**src/rtl/cofre_ctrl.sv**
```systemverilog
// Keypad safe controller: 5-symbol code entry, timed door opening, code reprogramming
// and lockout after repeated wrong codes. Every output comes straight from a flop.
//
// state     | meaning
// ----------+------------------------------------------------------------
// S_IDLE    | door closed, waiting for the first symbol
// S_ENTRY   | collecting symbols 2..5 of an unlock attempt
// S_OPEN    | door open for OPEN_CYCLES, first press may start reprogramming
// S_PROG    | door held open, collecting 5 new code symbols
// S_LOCKOUT | alarm raised, keypad ignored for LOCK_CYCLES
module cofre_ctrl #(
  parameter int OPEN_CYCLES    = 20,
  parameter int LOCK_CYCLES    = 50,
  parameter int TIMEOUT_CYCLES = 40,
  parameter int MAX_FAIL       = 3
) (
  input  logic       clk,
  input  logic       rst,
  input  logic [1:0] x,
  input  logic       prog,
  output logic       y,
  output logic       err,
  output logic       alarm,
  output logic [1:0] fail_cnt
);

  localparam int T_MAX_OL = (OPEN_CYCLES > LOCK_CYCLES) ? OPEN_CYCLES : LOCK_CYCLES;
  localparam int T_MAX    = (T_MAX_OL > TIMEOUT_CYCLES) ? T_MAX_OL : TIMEOUT_CYCLES;
  localparam int TW       = $clog2(T_MAX + 1);

  localparam logic [TW-1:0] T_OPEN = TW'(OPEN_CYCLES - 1);
  localparam logic [TW-1:0] T_LOCK = TW'(LOCK_CYCLES - 1);
  localparam logic [TW-1:0] T_TMO  = TW'(TIMEOUT_CYCLES - 1);

  // symbol k of the code lives in bits [2k+1:2k]; default sequence 01,11,01,01,10
  localparam logic [9:0] CODE_DEFAULT = 10'b10_01_01_11_01;
  localparam logic [1:0] FAIL_LIMIT   = 2'(MAX_FAIL);

  typedef enum logic [2:0] {
    S_IDLE,
    S_ENTRY,
    S_OPEN,
    S_PROG,
    S_LOCKOUT
  } state_t;

  state_t        r_state, w_state_nxt;
  logic [1:0]    r_x_prev;
  logic [9:0]    r_code, w_code_nxt;
  logic [7:0]    r_buf, w_buf_nxt;
  logic [2:0]    r_idx, w_idx_nxt;
  logic [TW-1:0] r_timer, w_timer_nxt;
  logic          r_open_used, w_open_used_nxt;
  logic          r_y, w_y_nxt;
  logic          r_err, w_err_nxt;
  logic          r_alarm, w_alarm_nxt;
  logic [1:0]    r_fail, w_fail_nxt;

  logic          w_press;
  logic          w_last;
  logic          w_tmo;
  logic [7:0]    w_shift;
  logic [7:0]    w_first;
  logic [9:0]    w_entry;
  logic [1:0]    w_fail_inc;

  assign w_press    = (x != 2'b00) && (r_x_prev == 2'b00);
  assign w_last     = (r_idx == 3'd4);
  assign w_tmo      = (r_timer == '0);
  // symbols shift in from the top, so after four presses symbol 1 sits at [1:0]
  assign w_shift    = {x, r_buf[7:2]};
  assign w_first    = {x, 6'b0};
  assign w_entry    = {x, r_buf};
  assign w_fail_inc = (r_fail >= FAIL_LIMIT) ? r_fail : r_fail + 2'd1;

  always_comb begin
    w_state_nxt     = r_state;
    w_code_nxt      = r_code;
    w_buf_nxt       = r_buf;
    w_idx_nxt       = r_idx;
    w_timer_nxt     = r_timer;
    w_open_used_nxt = r_open_used;
    w_y_nxt         = r_y;
    w_err_nxt       = 1'b0;
    w_alarm_nxt     = r_alarm;
    w_fail_nxt      = r_fail;

    case (r_state)
      S_IDLE: begin
        if (w_press) begin
          w_buf_nxt   = w_first;
          w_idx_nxt   = 3'd1;
          w_timer_nxt = T_TMO;
          w_state_nxt = S_ENTRY;
        end
      end

      S_ENTRY: begin
        if (w_press) begin
          w_timer_nxt = T_TMO;
          if (w_last) begin
            if (w_entry == r_code) begin
              w_state_nxt     = S_OPEN;
              w_y_nxt         = 1'b1;
              w_fail_nxt      = 2'd0;
              w_timer_nxt     = T_OPEN;
              w_open_used_nxt = 1'b0;
            end else begin
              w_err_nxt  = 1'b1;
              w_fail_nxt = w_fail_inc;
              if (w_fail_inc == FAIL_LIMIT) begin
                w_state_nxt = S_LOCKOUT;
                w_alarm_nxt = 1'b1;
                w_timer_nxt = T_LOCK;
              end else begin
                w_state_nxt = S_IDLE;
              end
            end
          end else begin
            w_buf_nxt = w_shift;
            w_idx_nxt = r_idx + 3'd1;
          end
        end else if (w_tmo) begin
          w_state_nxt = S_IDLE;
        end else begin
          w_timer_nxt = r_timer - 1'b1;
        end
      end

      S_OPEN: begin
        // only the first press while open is looked at; prog decides its fate
        if (w_tmo) begin
          w_state_nxt = S_IDLE;
          w_y_nxt     = 1'b0;
        end else begin
          w_timer_nxt = r_timer - 1'b1;
          if (w_press && !r_open_used) begin
            w_open_used_nxt = 1'b1;
            if (prog) begin
              w_buf_nxt   = w_first;
              w_idx_nxt   = 3'd1;
              w_timer_nxt = T_TMO;
              w_state_nxt = S_PROG;
            end
          end
        end
      end

      S_PROG: begin
        if (w_press) begin
          w_timer_nxt = T_TMO;
          if (w_last) begin
            w_code_nxt  = w_entry;
            w_state_nxt = S_IDLE;
            w_y_nxt     = 1'b0;
          end else begin
            w_buf_nxt = w_shift;
            w_idx_nxt = r_idx + 3'd1;
          end
        end else if (w_tmo) begin
          w_state_nxt = S_IDLE;
          w_y_nxt     = 1'b0;
        end else begin
          w_timer_nxt = r_timer - 1'b1;
        end
      end

      S_LOCKOUT: begin
        if (w_tmo) begin
          w_state_nxt = S_IDLE;
          w_alarm_nxt = 1'b0;
          w_fail_nxt  = 2'd0;
        end else begin
          w_timer_nxt = r_timer - 1'b1;
        end
      end

      default: begin
        w_state_nxt = S_IDLE;
        w_y_nxt     = 1'b0;
        w_alarm_nxt = 1'b0;
      end
    endcase
  end

  always_ff @(posedge clk or negedge rst) begin
    if (!rst) begin
      r_state     <= S_IDLE;
      r_x_prev    <= 2'b00;
      r_code      <= CODE_DEFAULT;
      r_buf       <= 8'd0;
      r_idx       <= 3'd0;
      r_timer     <= '0;
      r_open_used <= 1'b0;
      r_y         <= 1'b0;
      r_err       <= 1'b0;
      r_alarm     <= 1'b0;
      r_fail      <= 2'd0;
    end else begin
      r_state     <= w_state_nxt;
      r_x_prev    <= x;
      r_code      <= w_code_nxt;
      r_buf       <= w_buf_nxt;
      r_idx       <= w_idx_nxt;
      r_timer     <= w_timer_nxt;
      r_open_used <= w_open_used_nxt;
      r_y         <= w_y_nxt;
      r_err       <= w_err_nxt;
      r_alarm     <= w_alarm_nxt;
      r_fail      <= w_fail_nxt;
    end
  end

  assign y        = r_y;
  assign err      = r_err;
  assign alarm    = r_alarm;
  assign fail_cnt = r_fail;

endmodule

```
**config.mk**
```make
export PLATFORM = sky130hd
export DESIGN_NAME = cofre_ctrl
export DESIGN_NICKNAME = d
export VERILOG_FILES = /design/src/rtl/cofre_ctrl.sv
export SDC_FILE = /design/constraint.sdc
export NUM_CORES = 1
export LEC_CHECK = 0
export BUFFER_PORTS_ARGS = -buffer_cell sky130_fd_sc_hd__buf_2
export CELL_PAD_IN_SITES_DETAIL_PLACEMENT = 1
export CELL_PAD_IN_SITES_GLOBAL_PLACEMENT = 1
export CORE_MARGIN = 2
export CORE_UTILIZATION = 52
export CTS_CLUSTER_SIZE = 24
export DETAILED_ROUTE_END_ITERATION = 7
export GPL_TIMING_DRIVEN = 0
export MAX_ROUTING_LAYER = met4
export PLACE_DENSITY_LB_ADDON = 0.05
export SLEW_MARGIN = 30
export SYNTH_ARGS = -nofsm -noshare
export SYNTH_HDL_FRONTEND = slang
export SYNTH_SLANG_ARGS = --single-unit
```
**constraint.sdc**
```tcl
create_clock -name clk -period 6 [get_ports clk]
set_clock_uncertainty 0.1 [all_clocks]
set_input_delay 0.9 -clock clk [delete_from_list [all_inputs] [get_ports clk]]
set_output_delay 0.9 -clock clk [all_outputs]
set_load 0.05 [all_outputs]
```
== Word level (Yosys, flattened, before mapping) ==
Cells that the tools add are included.
Storage, ports and cells
  flip-flop bits (word level): 38
  bits of input ports: 5
  word-level logic and storage cells: 127
Operators by class
  add/subtract/negate cells: 3
  order comparisons: 1
  equality and inequality tests: 23
  muxes and demuxes: 65
  bitwise operators: 2
  reduce and logical (&&, ||, !) cells: 22
Operators with widths (count)
  two-way mux 6 bit: 9
  two-way mux 3 bit: 16
  two-way mux 8 bit: 6
  one-hot mux 6 bit (5 select lines): 1
  one-hot mux 8 bit (3 select lines): 1
  != test 2 bit, second input constant: 11
  two-way mux 1 bit: 20
  one-hot mux 3 bit (5 select lines): 1
  != test 3 bit, second input constant: 4
  AND reduction 6 bit: 2
  equality test 10 bit: 1
  two-way mux 2 bit: 5
  AND reduction 5 bit: 2
  one-hot mux 3 bit (3 select lines): 1
  AND reduction 7 bit: 1
  equality test 3 x 2 -> 1 bit, second input constant: 2
  equality test 3 bit, second input constant: 2
  zero test 6 bit: 1
  AND reduction 3 bit: 2
  nonzero test 2 bit: 3
  subtractor 6 x 1 -> 6 bit, second input constant: 1
  two-way mux 5 bit: 1
  nonzero test 5 bit: 1
  one-hot mux 1 bit (4 select lines): 1
  18 further kinds: 21

== Longest topological paths before layout ==
Gate-level depths: netlist of run 1.
  word-level depth: 8
  mapped depth: 7

== Least setup slack after synthesis of run 1 ==
Ideal clock, no wire load.
  path type: input to register
  start: in prog
  end: reg r_buf[6]
  library setup time: 125 ps
  arrival time: 2144 ps
  slack: 3631 ps
  stages: 5
  buffers on the path: 0
  cell sequence: nor2b_1 o21ai_2 a311oi_4 o21ai_4 mux2_4
On the way
  cells in the longest elaborated chain, start to end: 2
RTL lines
  from (decl): line 20  | input logic prog,
  != test 2 bit (no line)
  AND reduction 7 bit (no line)
  to (signal assigned): line 203  | r_buf <= w_buf_nxt;
  to (decl): line 50  | logic [7:0] r_buf, w_buf_nxt;
No other way between the ends.
A chain may end at the register's enable or synchronous reset.

== Worst setup path after layout of run 1 ==
  start: reg r_timer[1]
  end: reg r_buf[6]
On the way
  cells in the longest elaborated chain, start to end: 3
RTL lines
  from (decl): line 52  | logic [TW-1:0] r_timer, w_timer_nxt;
  from (signal assigned): line 205  | r_timer <= w_timer_nxt;
  zero test 6 bit: line 69  | assign w_tmo = (r_timer == '0);
  != test 2 bit (no line)
  AND reduction 7 bit (no line)
No other way between the ends.

==> results.py, run 1 <==
metrics = {
    "worst_setup_path": {
        "path_class": "reg2reg",
        "worstReg2RegEnd": "r_buf[6]",
        "end_kind": "flip-flop",
        "r2r_slack_ns": 3.41,
        "required_ns": 6.09,
        "crit_arrival_ns": 2.68,
        "startpoint_type": "flip-flop",
        "worstReg2RegStart": "r_timer[1]",
        "r2r.worst_path.cells": 7,
        "cp_max_fo": 10,
    },
    "detailed_routing": {
        "initialDrtViolationCount": 143,
        "via_count": 1979,
        "postRouteAntennaNets": 0,
        "post_drt_wl_per_cell_um": 19.98,
        "first_pass_iters": 4,
        "routed_via_density": 6.405,
        "drt-total-wl_mm": 6.175,
        "route.detailed.drc": 0,
    },
    "yosys": {
        "synth_edf_count": 0,
        "ys_ff_latch": 38,
        "ys_async_sr_fraction_pct": 100.0,
        "synth.distinct_cells": 56,
        "syn_area_per_cell_um2": 9.723,
        "ys.flop_type": "dfrtp_1",
        "seq_area_frac_synth_pct": 41.07,
        "yosysWarnings": 0,
        "synthesis.area_um2": 2333,
        "synth_nets": 248,
        "synthCells": 240,
    },
    "timing": {
        "period_needed_ns": 2.588,
        "rsz0062_at_grt": "no",
        "worst_pin_slew_ns": 0.7410,
        "setup_viol": 0,
        "setup-tns-final_ns": 0,
        "slew_viol_final": 0,
        "max_freq_ghz": 0.3863,
        "fin_crit_sh_pct": 43.14,
        "fin_ws_ns": 3.412,
        "slew_headroom_pct": 50.33,
        "final_hold_viol_count": 0,
    },
    "global_routing": {
        "gr-total-overflow": 0,
        "track_usage_pct": 27.24,
        "antenna_found_initial": 0,
        "grt_pass1_vias": 2034,
        "grt_pass1_wl_mm": 10.36,
        "grt_max_degree": 39,
    },
    "final_layout": {
        "fillers": 506,
        "layout-drive-gt1-share_pct": 24.12,
        "final_area_um2": 2545,
        "nets": 264,
        "multi_input_area_um2": 1295,
        "diodes": 0,
        "area_growth_syn_to_layout_pct": 9.062,
        "register_area_um2": 958.4,
    },
    "die": {
        "core_area_um2": 4324,
        "io_pins": 10,
        "rows": 24,
        "chipHeight_um": 70.99,
        "die_area_um2": 5040,
        "initial_core_util_pct": 53.96,
        "die_w_um": 70.99,
    },
    "worst_hold_path": {
        "worstHoldStart": "alarm",
        "hp-class": "reg2reg",
        "hold-path-cell-count": 2,
        "whs_endpoint": "alarm",
    },
    "clocking": {
        "postCtsSetupRepairBufs": 0,
        "cts_root_buf": "clkbuf_8",
        "cts_resized": 0,
        "hold_buffers": 0,
        "clock_sinks": 38,
        "cts_buffers": 5,
        "clkLatencyLatePin_ns": 0.30,
        "path_clk_slew_ns": 0.08,
        "cts_max_level": 2,
        "cts_buffer_depth": 2,
        "cts_tree": "done",
    },
    "power": {
        "ir_drop_mv": 0.2666,
        "power_per_cell_area_nw_per_um2": 478.4,
        "total_power_w": 0.001217,
        "p_leak_nw": 1.048,
    },
    "placement": {
        "dpl.hpwl_mm": 4.452,
        "dpl_cell_area_um2": 2444,
        "gp_congestion": 0.8792,
        "port_buffers": 9,
        "dp_worst_setup_slack_ns": 3.165,
    },
    "status": {
        "outcome": "finished, final reports clean",
    },
    "run": {
        "cap_violations": 0,
    },
}
per-layer routing:
layer | routed length, um | up-vias | global-route usage (%)
met5 | 0 | - | -
met4 | 91 | 0 | 7.128
met3 | 236 | 8 | 4.131
met2 | 3072 | 42 | 45.38
met1 | 2774 | 998 | 34.89
li1 | - | 931 | -
sequential cells by signal, indices dropped and copies added (netlist names):
register     flops
r_timer          6
r_open_used      1
r_x_prev         2
y                1
alarm            1
err              1
r_state          3
r_idx            3
r_buf            8
r_code          10
fail_cnt         2
metrics by stage:
| step | instances | utilization, % | hold WS (ns) |
|---|---|---|---|
| after floorplan | 240 | - | 0.3762 |
| after CTS | 309 | 58.80 | 0.3834 |
| final | 309 | 58.85 | 0.3859 |
| after global routing | 309 | 58.85 | 0.4208 |
| after detailed placement | 301 | 56.51 | 0.3656 |
| after global placement | 301 | 56.51 | 0.3612 |
synthesized netlist by cell type (4+ instances only):
cell / n / area share, %
dfrtp_1: 32 / 34
o21ai_0: 12 / 2.6
a21oi_1: 18 / 3.9
a31oi_1: 7 / 1.9
mux2_2: 11 / 5.3
nor2b_1: 5 / 1.3
and2_1: 4 / 1.1
inv_1: 7 / 1.1
o211ai_1: 5 / 1.6
buf_2: 4 / 0.86
clkbuf_1: 6 / 0.97
o31ai_1: 4 / 1.3
or2_2: 4 / 1.1
a21bo_2: 6 / 2.6
xnor2_1: 11 / 4.1
nor4_1: 5 / 1.3
nand4_1: 11 / 2.9
nor2_1: 12 / 1.9
nand2_1: 14 / 2.3
nand3_1: 5 / 1.1
nor3_1: 7 / 1.5
dfstp_2: 6 / 6.8
layout by cell type, fill, tap and decap left out, drive strengths merged, types with 2 or more instances in the layout:
master / synthesis / routed
a211o: 3 / 3
a211oi: 2 / 2
a21bo: 6 / 6
a21oi: 18 / 18
a311oi: 2 / 2
a31oi: 7 / 7
a41oi: 2 / 2
and2: 4 / 4
buf: 5 / 14
clkbuf: 6 / 12
dfrtp: 32 / 32
dfstp: 6 / 6
ha: 3 / 3
inv: 7 / 8
mux2: 13 / 13
mux2i: 2 / 2
nand2: 15 / 15
nand2b: 2 / 2
nand3: 5 / 5
nand4: 11 / 11
nor2: 13 / 13
nor2b: 5 / 5
nor3: 8 / 8
nor4: 5 / 5
o211a: 2 / 2
o211ai: 5 / 5
o21ai: 15 / 15
o31ai: 4 / 4
or2: 4 / 4
or3b: 2 / 2
xnor2: 11 / 11
worst max-delay path: stages (launching register included):
cell	delay (ns)
dfrtp_1	0.45
inv_1	0.06
ha_1	0.25
or3b_4	0.30
o21ai_2	0.09
a311oi_4	0.62
o21ai_4	0.25
mux2_4	0.35
area by class of cell:
| type | count | share of cell area (%) |
|---|---|---|
| Multi-Input combinational cell | 183 | 50.88 |
| Tap cell | 52 | 2.557 |
| Sequential cell | 38 | 37.66 |
| Clock inverter | 2 | 0.6391 |
| Clock buffer | 6 | 3.245 |
| Inverter | 8 | 1.180 |
| Buffer | 11 | 1.967 |
| Timing Repair Buffer | 9 | 1.868 |
power breakdown:
group / leakage (nW) / internal, W / switching, W
sequential: 0.463 / 0.000331 / 0.0000749
clock: 0.0478 / 0.0000947 / 0.000101
combinational: 0.537 / 0.000234 / 0.000382
cells by family after synthesis:
logic type / Yosys count / synth area share (%)
mux: 15 / 7.453
xor+xnor: 12 / 4.504
fa+ha+maj: 3 / 1.609
flops: 38 / 41.07
simple gates: 75 / 17.64
buf+inv: 19 / 3.432
compound gates: 78 / 24.29
how the worst max path moves through the flow:
stage                from        to  slack, ns  cells after the start
2_1_floorplan        prog  r_buf[6]       3.63                      5
6_report       r_timer[1]  r_buf[6]       3.41                      7
5_1_grt        r_timer[1]  r_buf[6]       3.25                      7
4_1_cts        r_timer[0]  r_buf[6]       3.43                      7
3_3_place_gp         prog  r_buf[7]       3.17                      6
3_5_place_dp         prog  r_buf[6]       3.17                      6
No activity file was read; power rests on OpenSTA's default activity.
==> run 2, diff against run 1 <==
Settings changed: ABC_AREA set to 1, CORE_UTILIZATION 52 to 40.
Clock period 6 ns to 2.1 ns, I/O delays scaled along.
==> run 2 against run 1 <==
Worst setup slack lost 3.3 ns. Worst hold slack lost 0.28 ns. Area after synthesis shrank 8.0%. Critical path depth grew 2. Global-route usage shrank 5.9 points. Register-to-register slack lost 3.3 ns. Non-clock buffer count shrank 7. Routed wire length shrank 10%. Combinational power grew 140%. Sequential cell count is the same. Die area grew 18%. Power grew 150%. Critical endpoint is now r_buf[2]. Largest power group unchanged. Highest routed layer unchanged.
==> results.py, run 2 <==
metrics = {
    "timing": {
        "setup_viol": 0,
        "slew_viol_final": 0,
        "final_hold_viol_count": 0,
        "worst_pin_slew_ns": 0.5394,
        "max_freq_ghz": 0.5155,
        "fin_crit_sh_pct": 92.37,
        "rsz0062_at_grt": "no",
        "setup-tns-final_ns": 0,
        "slew_headroom_pct": 64.04,
        "period_needed_ns": 1.940,
    },
    "clocking": {
        "cts_tree": "done",
        "cts_buffer_depth": 2,
        "clock_sinks": 38,
        "clkLatencyLatePin_ns": 0.29,
        "cts_max_level": 2,
        "cts_buffers": 5,
        "cts_root_buf": "clkbuf_8",
        "path_clk_slew_ns": 0.08,
    },
    "final_layout": {
        "final_cell_mix": "nand2_1 (95), inv_1 (34), dfrtp_1 (32), nor2_1 (31), o21ai_0 (23)",
        "regMostFlops": "r_code",
        "final_common_cell": "nand2_1",
        "area_growth_syn_to_layout_pct": 12.01,
        "layout-drive-gt1-share_pct": 13.97,
        "largest_reg_flops": 10,
        "diodes": 0,
        "nets": 322,
        "postLayoutCoreUtil_pct": 46.76,
        "reg_top3": "r_code (10), r_buf (8), r_timer (6)",
    },
    "yosys": {
        "synthTopCellsByCount": "nand2_1 (95), inv_1 (35), dfrtp_1 (32), nor2_1 (32), o21ai_0 (23)",
        "synth.distinct_cells": 27,
        "synth_nets": 305,
        "netlist.area_leader.share_pct": 37.32,
        "yosys.area.top_type": "dfrtp_1",
        "syn_area_per_cell_um2": 7.225,
        "yosysWarnings": 0,
        "ys_async_sr_fraction_pct": 100.0,
        "ys.flop_type": "dfrtp_1",
        "seq_area_frac_synth_pct": 44.66,
        "synth_edf_count": 0,
        "synthesis.area_um2": 2146,
        "synthTopCellsByArea": "dfrtp_1 (37%), nand2_1 (17%), dfstp_2 (7.3%)",
        "synthCells": 297,
        "ys_ff_latch": 38,
        "post-synth-top-count-cell": "nand2_1",
    },
    "detailed_routing": {
        "postRouteAntennaNets": 0,
        "route.detailed.drc": 0,
        "routed_via_density": 4.982,
        "via_count": 1918,
        "post_drt_wl_per_cell_um": 14.43,
        "initialDrtViolationCount": 113,
        "drt-total-wl_mm": 5.556,
        "first_pass_iters": 4,
    },
    "global_routing": {
        "gr-total-overflow": 0,
        "grt_pass1_vias": 1955,
        "antenna_found_initial": 0,
        "track_usage_pct": 21.38,
        "grt_pass1_wl_mm": 9.763,
        "grt_max_degree": 39,
    },
    "worst_setup_path": {
        "cp_max_fo": 10,
        "worst-path-buf-inv": 3,
        "startpoint_type": "flip-flop",
        "path_delay_family": "simple AND/OR/NAND/NOR gates",
        "cp_slowest_cell": "dfrtp_1",
        "crit_arrival_ns": 2.01,
        "required_ns": 2.17,
        "worstPathCellList": "inv_1 -> ha_1 -> nand3_4 -> inv_2 -> nand2_1 -> nand2_1 -> nor2_2 -> buf_4 -> o22ai_1",
        "crit_top_cell": "nand2_1",
        "slowest_delay_ns": 0.36,
        "path_class": "reg2reg",
        "end_kind": "flip-flop",
    },
    "die": {
        "rows": 26,
        "io_pins": 10,
        "chipHeight_um": 77.24,
        "core_area_um2": 5140,
        "die_area_um2": 5966,
        "die_w_um": 77.24,
        "initial_core_util_pct": 41.75,
    },
    "run": {
        "cap_violations": 0,
    },
    "status": {
        "outcome": "finished, final reports clean",
    },
    "power": {
        "p_leak_nw": 1.197,
        "power_per_cell_area_nw_per_um2": 1254,
        "total_power_w": 0.003015,
        "ir_drop_mv": 0.6183,
    },
    "worst_hold_path": {
        "hp-class": "in2reg",
    },
    "placement": {
        "dpl.hpwl_mm": 4.215,
        "port_buffers": 9,
        "gp_congestion": 0.9171,
    },
}
==> run 2: changes by cell type after synthesis, moves of 12 or more <==
cell	change
a21oi_1	-12
nand2_1	+81
inv_1	+28
nor2_1	+20
==> run 2: cell families after synthesis <==
group / Yosys count / synth area share (%)
compound gates: 42 / 10.73
xor+xnor: 7 / 2.857
fa+ha+maj: 3 / 1.749
buf+inv: 45 / 8.047
flops: 38 / 44.66
simple gates: 162 / 31.95
==> run 2: what timing repair did <==
item                                    4_1_cts  5_1_grt
resized for setup                             0        7
hold buffers                                  0        1
endpoints found under the hold margin         0       32
endpoints found under the setup margin        0       17
buffers inserted                              0        0
==> run 2: per-layer routing <==
metal	global-route usage, %	vias up	wire (um)
li1	-	976	-
met1	30.65	914	2874
met2	31.48	21	2466
met3	3.647	7	154
met4	5.357	0	60
met5	-	-	0
==> run 2: path summary, 6_finish.rpt <==
kind / endpoint / cells after the start / slack (ns) / from
worst min-delay path: r_x_prev[0] / 1 / 0.11 / x[0]
max in group asynchronous: r_code[3] / 2 / 1.11 / rst
worst max register to register: r_buf[2] / 9 / 0.16 / r_timer[0]
min in group asynchronous: alarm / 2 / 0.43 / rst
worst max-delay path: r_buf[2] / 9 / 0.16 / r_timer[0]
worst min register to register: r_open_used / 2 / 0.39 / r_open_used
==> run 2: worst reg2reg max path, delay by kind of cell (launching register included) <==
kind / cells / cell delay [ns]
simple gates: 4 / 0.63
buf+inv: 3 / 0.37
flops: 1 / 0.36
fa+ha+maj: 1 / 0.27
compound gates: 1 / 0.09
==> run 2: cell type report <==
| type | count | area (um^2) |
|---|---|---|
| Timing Repair Buffer | 10 | 57.56 |
| Multi-Input combinational cell | 214 | 1042 |
| Clock inverter | 2 | 10.01 |
| Clock buffer | 6 | 72.57 |
| Fill cell | 695 | 2736 |
| Tap cell | 70 | 87.58 |
| Sequential cell | 38 | 958.4 |
| Inverter | 42 | 160.2 |
| Buffer | 3 | 15.01 |
==> run 2: through the flow <==
stage,instance area [um^2],hold WS [ns],instances,setup WS (ns)
after floorplan,2146,-0.08059,297,0.4794
after global placement,2278,0.3706,376,0.03309
after detailed placement,2278,0.3655,376,0.05413
after CTS,2361,0.05403,384,0.08685
after global routing,2404,0.1006,385,0.009967
final,2404,0.1078,385,0.1602
==> run 2: where the power goes <==
part           internal, W  switching [W]
combinational     0.000449        0.00102
clock             0.000230       0.000254
sequential        0.000922       0.000144
